**src/rtl/instr_encoder_loader_if.sv**
```systemverilog
// Loader bus: control, instruction-field stream, memory write port and status.
// master = program source/host side, slave = the loader.
interface instr_encoder_loader_if #(
  parameter int ADDR_W = 4
);
  logic              start;
  logic              in_valid;
  logic              in_ready;
  logic [1:0]        in_op;
  logic [2:0]        in_rd;
  logic [2:0]        in_src;
  logic [5:0]        in_target;
  logic              in_last;
  logic              imem_we;
  logic [ADDR_W-1:0] imem_addr;
  logic [7:0]        imem_wdata;
  logic              cpu_hold;
  logic              done;
  logic [ADDR_W:0]   word_count;
  logic              err_illegal;
  logic              err_overflow;

  modport master (
    output start, in_valid, in_op, in_rd, in_src, in_target, in_last,
    input  in_ready, imem_we, imem_addr, imem_wdata, cpu_hold, done,
           word_count, err_illegal, err_overflow
  );

  modport slave (
    input  start, in_valid, in_op, in_rd, in_src, in_target, in_last,
    output in_ready, imem_we, imem_addr, imem_wdata, cpu_hold, done,
           word_count, err_illegal, err_overflow
  );
endinterface

```
**src/rtl/instr_encoder_loader.sv**
```systemverilog
// Encodes LI/SLL/J instruction fields into 8-bit words and writes them
// sequentially into instruction memory while holding the CPU in reset.
module instr_encoder_loader #(
  parameter int ADDR_W = 4
) (
  input logic                   clk,
  input logic                   reset,
  instr_encoder_loader_if.slave bus
);

  typedef enum logic [1:0] {IDLE, LOAD, FLUSH, DONE} state_t;

  localparam logic [1:0] OP_LI  = 2'b00;
  localparam logic [1:0] OP_SLL = 2'b01;
  localparam logic [1:0] OP_J   = 2'b11;

  state_t            state_q, state_d;
  logic [ADDR_W-1:0] addr_q;
  logic [ADDR_W:0]   count_q;
  logic              we_q;
  logic [ADDR_W-1:0] waddr_q;
  logic [7:0]        wdata_q;
  logic              err_illegal_q;
  logic              err_overflow_q;

  logic       accept;
  logic       legal;
  logic       at_top;
  logic       restart;
  logic [7:0] enc;

  assign accept  = (state_q == LOAD) && bus.in_valid;
  assign legal   = (bus.in_op != 2'b10);
  assign at_top  = (addr_q == '1);
  assign restart = bus.start && ((state_q == IDLE) || (state_q == DONE));

  // NOTE: every signal written in an always_comb gets a default first, so no path can infer a latch.
  always_comb begin
    enc = '0;
    case (bus.in_op)
      OP_LI:   enc = {2'b00, bus.in_rd, bus.in_src};
      OP_SLL:  enc = {2'b01, bus.in_rd, bus.in_src};
      OP_J:    enc = {2'b11, bus.in_target};
      default: enc = '0;
    endcase
  end

  always_comb begin
    state_d = state_q;
    case (state_q)
      IDLE:    if (bus.start) state_d = LOAD;
      LOAD:    if (accept && (bus.in_last || (legal && at_top))) state_d = FLUSH;
      FLUSH:   state_d = DONE;
      DONE:    if (bus.start) state_d = LOAD;
      default: state_d = IDLE;
    endcase
  end

  // NOTE: sequential state uses non-blocking assignments so every register samples pre-edge values.
  always_ff @(posedge clk) begin
    if (reset) state_q <= IDLE;
    else       state_q <= state_d;
  end

  // Write strobe is a one-cycle pulse one edge after the accept; reset drops any pending write.
  always_ff @(posedge clk) begin
    if (reset) begin
      addr_q         <= '0;
      count_q        <= '0;
      we_q           <= 1'b0;
      waddr_q        <= '0;
      wdata_q        <= '0;
      err_illegal_q  <= 1'b0;
      err_overflow_q <= 1'b0;
    end else begin
      we_q <= 1'b0;
      if (restart) begin
        addr_q         <= '0;
        count_q        <= '0;
        waddr_q        <= '0;
        err_illegal_q  <= 1'b0;
        err_overflow_q <= 1'b0;
      end else if (accept) begin
        if (legal) begin
          we_q    <= 1'b1;
          waddr_q <= addr_q;
          wdata_q <= enc;
          addr_q  <= addr_q + 1'b1;
          count_q <= count_q + 1'b1;
          if (at_top && !bus.in_last) err_overflow_q <= 1'b1;
        end else begin
          err_illegal_q <= 1'b1;
        end
      end
    end
  end

  assign bus.in_ready     = (state_q == LOAD);
  assign bus.cpu_hold     = (state_q != DONE);
  assign bus.done         = (state_q == DONE);
  assign bus.imem_we      = we_q;
  assign bus.imem_addr    = waddr_q;
  assign bus.imem_wdata   = wdata_q;
  assign bus.word_count   = count_q;
  assign bus.err_illegal  = err_illegal_q;
  assign bus.err_overflow = err_overflow_q;

endmodule

```
**src/flat_wrapper.sv**
```systemverilog
// flat-port wrapper written by rule: the top's interface ports become plain ports
module instr_encoder_loader_flat 
#(
  parameter int ADDR_W = 4
)
  (clk, reset, bus_start, bus_in_valid, bus_in_op, bus_in_rd, bus_in_src, bus_in_target, bus_in_last, bus_in_ready, bus_imem_we, bus_imem_addr, bus_imem_wdata, bus_cpu_hold, bus_done, bus_word_count, bus_err_illegal, bus_err_overflow);
  instr_encoder_loader_if #(.ADDR_W(ADDR_W)) bus_i ();
  input logic clk;
  input logic reset;
  input wire logic [$bits(bus_i.start)-1:0] bus_start;
  input wire logic [$bits(bus_i.in_valid)-1:0] bus_in_valid;
  input wire logic [$bits(bus_i.in_op)-1:0] bus_in_op;
  input wire logic [$bits(bus_i.in_rd)-1:0] bus_in_rd;
  input wire logic [$bits(bus_i.in_src)-1:0] bus_in_src;
  input wire logic [$bits(bus_i.in_target)-1:0] bus_in_target;
  input wire logic [$bits(bus_i.in_last)-1:0] bus_in_last;
  output wire logic [$bits(bus_i.in_ready)-1:0] bus_in_ready;
  output wire logic [$bits(bus_i.imem_we)-1:0] bus_imem_we;
  output wire logic [$bits(bus_i.imem_addr)-1:0] bus_imem_addr;
  output wire logic [$bits(bus_i.imem_wdata)-1:0] bus_imem_wdata;
  output wire logic [$bits(bus_i.cpu_hold)-1:0] bus_cpu_hold;
  output wire logic [$bits(bus_i.done)-1:0] bus_done;
  output wire logic [$bits(bus_i.word_count)-1:0] bus_word_count;
  output wire logic [$bits(bus_i.err_illegal)-1:0] bus_err_illegal;
  output wire logic [$bits(bus_i.err_overflow)-1:0] bus_err_overflow;
  assign bus_i.start = bus_start;
  assign bus_i.in_valid = bus_in_valid;
  assign bus_i.in_op = bus_in_op;
  assign bus_i.in_rd = bus_in_rd;
  assign bus_i.in_src = bus_in_src;
  assign bus_i.in_target = bus_in_target;
  assign bus_i.in_last = bus_in_last;
  assign bus_in_ready = bus_i.in_ready;
  assign bus_imem_we = bus_i.imem_we;
  assign bus_imem_addr = bus_i.imem_addr;
  assign bus_imem_wdata = bus_i.imem_wdata;
  assign bus_cpu_hold = bus_i.cpu_hold;
  assign bus_done = bus_i.done;
  assign bus_word_count = bus_i.word_count;
  assign bus_err_illegal = bus_i.err_illegal;
  assign bus_err_overflow = bus_i.err_overflow;
  instr_encoder_loader #(.ADDR_W(ADDR_W)) u_core (.clk(clk), .reset(reset), .bus(bus_i));
endmodule
```
**config.mk**
```make
export PLATFORM = sky130hd
export DESIGN_NAME = instr_encoder_loader_flat
export DESIGN_NICKNAME = d
export VERILOG_FILES = /design/src/rtl/instr_encoder_loader_if.sv /design/src/rtl/instr_encoder_loader.sv /design/src/flat_wrapper.sv
export SDC_FILE = /design/constraint.sdc
export NUM_CORES = 1
export LEC_CHECK = 0
export ABC_AREA = 1
export CORE_AREA = 2 2 44 77
export DETAILED_ROUTE_END_ITERATION = 16
export DIE_AREA = 0 0 46 79
export GPL_ROUTABILITY_DRIVEN = 0
export PLACE_DENSITY = 0.72
export SLEW_MARGIN = 25
export SYNTH_ARGS = -nofsm -noshare
export SYNTH_HDL_FRONTEND = slang
export SYNTH_SLANG_ARGS = --single-unit
```
**constraint.sdc**
```tcl
create_clock -name clk -period 1.32 [get_ports clk]
set_input_delay 0.33 -clock clk [delete_from_list [all_inputs] [get_ports clk]]
set_output_delay 0.33 -clock clk [all_outputs]
set_load 0.005 [all_outputs]
```
# --- After elaboration in Yosys (flattened, before gate mapping) ---
# Index checks and enable logic that the tools add are counted.
classes:
  add_sub_neg: 2
  reduce_logical: 18
  bitwise_logic: 3
  n_mux: 5
  eq_ne: 10
ops:
  columns: ["cell", "n"]
  rows:
  - ["8-bit case mux with 3 select lines", 1]
  - ["2-bit == test (second input constant)", 3]
  - ["2-bit case mux with 3 select lines", 1]
  - ["2-bit AND reduction", 3]
  - ["3-bit AND reduction", 2]
  - ["5-bit by 1-bit adder with 5-bit output (second input constant)", 1]
  - ["1-bit logical AND", 5]
  - ["4-bit by 1-bit adder with 4-bit output (second input constant)", 1]
  - ["2-bit by 1-bit == test with 1-bit output (second input constant)", 2]
  - ["4-bit == test (second input constant)", 1]
  - ["2-bit logical NOT", 2]
  - ["2-bit two-way mux", 2]
  - ["2-bit by 1-bit inequality test with 1-bit output (second input constant)", 2]
  - ["2-bit inequality test (second input constant)", 2]
  - ["2-bit OR reduction", 2]
  - ["1-bit inverter", 3]
  - ["3-bit OR reduction", 1]
  - ["1-bit logical OR", 2]
  - ["1-bit logical NOT", 1]
  - ["1-bit two-way mux", 1]
word_totals:
  regBits: 26
  inputBits: 19

# --- Longest topological paths before layout ---
depth:
  depth_word: 6
  ltp_mapped: 10
  ltp_nobuf: 10

# --- Worst setup path before layout ---
# No wires, ideal clock.
synth_path:
  path_kind: "reg-to-reg"
  startpoint: "register u_core.state_q[1]"
  endpoint: "register u_core.wdata_q[0], in the netlist u_core.bus.imem_wdata[0]"
  path_stages_with_launch: 10
  arrival_time_ps: 1291
  slack_ps: -46
  t_required_ps: 1246
  path_cell_list: "dfxtp_1 inv_1 ha_1 nand2_2 inv_1 nor2_2 nand2_1 inv_1 nand2_1 a31oi_1"
synth_via:
  elab_chain_cells: 5
  elab_cells_between_ends: 8
  cone_classes: "eq/ne (2); bitwise (1); reduce/logical (5)"
synth_lines:
  columns: ["element", "line_no", "rtl"]
  rows:
  - ["from (decl)", "instr_encoder_loader.sv:17", "state_t state_q, state_d;"]
  - ["from (signal assigned)", "instr_encoder_loader.sv:62", "else state_q <= state_d;"]
  - ["2-bit == test or 2-bit logical NOT (tied branches)", "instr_encoder_loader.sv:35", "assign restart = bus.start && ((state_q == IDLE) || (state_q == DONE));"]
  - ["1-bit logical OR", "instr_encoder_loader.sv:35", null]
  - ["1-bit logical AND", "instr_encoder_loader.sv:35", null]
  - ["1-bit inverter (no source line)", null, null]
  - ["3-bit AND reduction (no source line) *", null, null]
  - ["to (signal assigned)", "instr_encoder_loader.sv:87", "wdata_q <= enc;"]
  - ["to (decl)", "instr_encoder_loader.sv:22", "logic [7:0] wdata_q;"]
# Every way passes the cells marked *; elsewhere a longest branch is shown, timed or not.
# A chain may end at the register's enable or synchronous reset.

# --- Worst setup path after layout ---
layout_path:
  startpoint: "register u_core.state_q[0]"
  endpoint: "register u_core.addr_q[1]"
layout_via:
  elab_chain_cells: 4
  elab_cells_between_ends: 8
  cone_classes: "eq/ne (2); reduce/logical (6)"
layout_lines:
  columns: ["element", "line_no", "rtl"]
  rows:
  - ["2-bit == test or 2-bit logical NOT (tied branches)", "instr_encoder_loader.sv:35", null]
  - ["1-bit logical OR", "instr_encoder_loader.sv:35", null]
  - ["1-bit logical AND", "instr_encoder_loader.sv:35", null]
  - ["2-bit OR reduction (no source line)", null, null]
  - ["to (signal assigned)", "instr_encoder_loader.sv:88", "addr_q <= addr_q + 1'b1;"]
  - ["to (decl)", "instr_encoder_loader.sv:18", "logic [ADDR_W-1:0] addr_q;"]
# Parallel ways exist; a longest one is shown, timed or not.

==> results_dict.tcl <==
set metrics [dict create \
    status "finished with violations" \
    violations "setup timing" \
    route.met3.wl_microns 146 \
    antenna_found_initial 0 \
    max_slew_margin_pct 83.9 \
    drc 0 \
    rrSetupSlack_ns -0.13 \
    swShare_pct 34.5 \
    cts-root-buf "clkbuf_8" \
    max-cap-violations 0 \
    grt_overflow 0 \
    grt_start_max_net_pins 15 \
    wl_met1_microns 1320 \
    ant_nets 0 \
    clk_pin_slew_ns 0.09 \
    routed_wl_microns 3580 \
    die-area_sq_um 3630 \
    rsz0062_at_grt "yes" \
    power.density_nw_per_um2 1310 \
    start_util_pct 37.3 \
    synth.top_cell.area_share_pct 45.9 \
    syn_nets 170 \
    dp_hpwl_microns 2320 \
    drt_first_pass_iters 4 \
    p_seq_share_pct 34.3 \
    finClkSkew_ns 0.00124 \
    min-delay-start "u_core.bus.err_illegal$_SDFFE_PP0P_" \
    die_height_microns 79 \
    coreArea_sq_um 3040 \
    grt_pass1_wl_microns 5150 \
    critPathKind "flop to flop" \
    p_clk_share_pct 19.5 \
    dieWidth_microns 46 \
    top_layer "met4" \
    dp_cells 228 \
    hold_depth 2 \
    period_minus_slack_ns 1.45 \
    ys_warn_count 0 \
    placed_area_sq_um 1670 \
    ctsLongestPathBuffers 2 \
    grt_pass1_vias 1199 \
    yosysSeqAreaShare_pct 45.9 \
    hold_path_class "flop to flop" \
    switchingPower_uw 938 \
    irDropWorstVdd_v 0.000881 \
    rows 27 \
    p_leak_uw 0.000904 \
    crit_chain "buf_6 > ha_4 > nand2_8 > inv_6 > nor2_4 > buf_6 > o21ai_2 > a21oi_1" \
    reg2reg_from "u_core.state_q[0]$_SDFFE_PP0P_" \
    p_int_uw 1780 \
    crit_arrival_ns 1.66 \
    period_share_pct 110 \
    yosysTopAreaCell "dfxtp_1" \
    nFillCells 243 \
    cts_tree "done" \
    worstHoldEndpoint "u_core.bus.err_illegal$_SDFFE_PP0P_" \
    reg2regPathDepth 8 \
    netlist_area_sq_um 1130 \
    fin_setup_tns_ns -2.03 \
    path_common_cell "buf_6" \
    drt_iter0_drc 17 \
    yosysUniqueCellTypes 26 \
    htree_levels 1 \
    critPathRequiredTime_ns 1.53 \
    fin_cells 247 \
    r2r-end "u_core.addr_q[1]$_SDFFE_PP0P_" \
    route.met2.wl_microns 2000 \
    setup_ws_ns -0.132 \
    yosys-top-cells-area "dfxtp_1 (46%), nand2_1 (13%), inv_1 (5.6%)" \
    final_area_sq_um 2070 \
    io_buffers 41 \
    drive_gt1_share_pct 45.0 \
    vias 1250 \
    worstMarginPinSlew_ns 0.241 \
    cts_made_buffers 3 \
    diodes 0 \
    area_growth_pct 82.7 \
    grt_usage_pct 19.3 \
    post_drt_wl_per_cell_microns 14.5 \
    synthCells 147 \
    start_kind "flop" \
    hold_violations 0 \
    maxSlewViolCount 0 \
    cp_slowest_cell "dfxtp_4" \
    critPathMaxStageDelay_ns 0.36 \
    clock_sinks 26 \
    clock_latency_ns 0.28 \
    comb_power_share_pct 46.2 \
    ys_seq_elements 26 \
    syn_avg_cell_area_sq_um 7.71 \
    worst-path-max-fanout 7 \
    viasPerCell 5.06 \
    nets 242 \
    io_pins 42 \
    setup_viol 26 \
    clock.fmax_ghz 0.689 \
    crit_path_end_kind "flop" \
    postLayoutCoreUtil_pct 68.1 \
]
-- routing by layer --
layer	vias up	track usage [%]
li1	615	-
met1	593	20.6
met2	32	32.5
met3	10	2.73
met4	0	13.4
met5	-	0
-- power groups by stage --
stage / clock, uW / sequential, uW / combinational (uW)
floorplan: 0 / 929 / 411
global placement: 0 / 928 / 728
detailed placement: 0 / 934 / 747
CTS: 532 / 927 / 998
global route: 571 / 941 / 1340
finish: 532 / 933 / 1260
-- layout make-up --
type,count,area [sq um],share of cell area [%]
inverter,20,105,5.08
sequential,26,548,26.5
multi-input combinational,98,692,33.4
tap,29,36.3,1.75
clock buffer,4,55.1,2.66
timing repair buffer,70,634,30.6
-- critical path: cells and delay by family, from the launching register on --
family	cells	cell delay (ns)
AOI/OAI and AO/OA	2	0.20
and+or+nand+nor	2	0.25
DFF	1	0.36
adders and majority gates	1	0.25
buffers and inverters	3	0.32
-- what timing repair did --
item / in CTS / in global routing
setup endpoints to repair: 48 / 27
hold buffers: 0 / 0
setup buffers: 10 / 5
gates resized for setup: 91 / 26
pin swaps: 23 / 23
-- flip-flops by register name, summed over array words and instances (netlist names) --
signal	count
u_core.addr_q	4
u_core.bus.err_illegal	1
u_core.bus.err_overflow	1
u_core.bus.imem_addr	4
u_core.bus.imem_wdata	8
u_core.bus.imem_we	1
u_core.bus.word_count	5
u_core.state_q	2
-- cell families after synthesis --
family	count (synthesis)	share of synthesized area [%]
adder cells (fa/ha/maj)	4	4.42
AND/OR/NAND/NOR	64	25.8
buffers and inverters	23	8.94
AO/OA/AOI/OAI	30	14.9
flip-flops	26	45.9
-- per-stage QoR --
| step | setup slack, ns | power (uW) | hold slack (ns) |
|---|---|---|---|
| final | -0.132 | 2720 | 0.470 |
| after global routing | -0.203 | 2860 | 0.497 |
| after CTS | -0.102 | 2460 | 0.479 |
| after detailed placement | -0.352 | 1680 | 0.458 |
| after global placement | -0.278 | 1660 | 0.445 |
| after floorplan | 0.0219 | 1340 | 0.399 |
-- synth_stat cells --
cell type / instances
nand3_1: 1
o21ai_1: 1
inv_1: 17
a31oi_1: 9
clkbuf_1: 1
nor3_1: 1
inv_2: 1
nor2_4: 1
or2_2: 1
nand2_2: 2
a211oi_2: 1
nand2_1: 38
nor2_2: 1
dfxtp_1: 26
ha_1: 4
buf_6: 1
nand4_1: 2
o21ai_0: 8
nand2_8: 1
inv_6: 1
nor3b_1: 1
a21oi_1: 11
buf_2: 1
nor2_1: 14
nand2_4: 1
clkinv_2: 1
-- cell usage in the layout, fill, tap and decap left out, types with 4 or more instances in the layout --
cell type	n
nand2_1	29
dlygate4sd2_1	21
buf_4	20
clkdlybuf4s50_1	18
dfxtp_2	16
inv_1	12
a31oi_1	8
nor2_1	8
buf_6	8
dfxtp_1	8
a21oi_1	7
nand2_2	6
nor2_4	6
o21ai_2	5
nand2_4	4
a21oi_2	4
o21ai_1	4
clkbuf_8	4
-- worst max-delay path by stage --
stage	startpoint	end	cells past startpoint
6_report	u_core.state_q[0]$_SDFFE_PP0P_	u_core.addr_q[1]$_SDFFE_PP0P_	8
3_3_place_gp	bus_in_valid	u_core.bus.word_count[4]$_SDFFE_PP0P_	9
3_5_place_dp	bus_in_op[0]	u_core.bus.imem_wdata[0]$_SDFFE_PP0P_	9
4_1_cts	u_core.state_q[1]$_SDFFE_PP0P_	u_core.bus.imem_wdata[0]$_SDFFE_PP0P_	11
5_1_grt	u_core.state_q[1]$_SDFFE_PP0P_	u_core.bus.word_count[3]$_SDFFE_PP0P_	10
2_1_floorplan	u_core.state_q[1]$_SDFFE_PP0P_	u_core.bus.imem_addr[2]$_SDFFE_PP0P_	9
(Power assumes the default switching activity.)
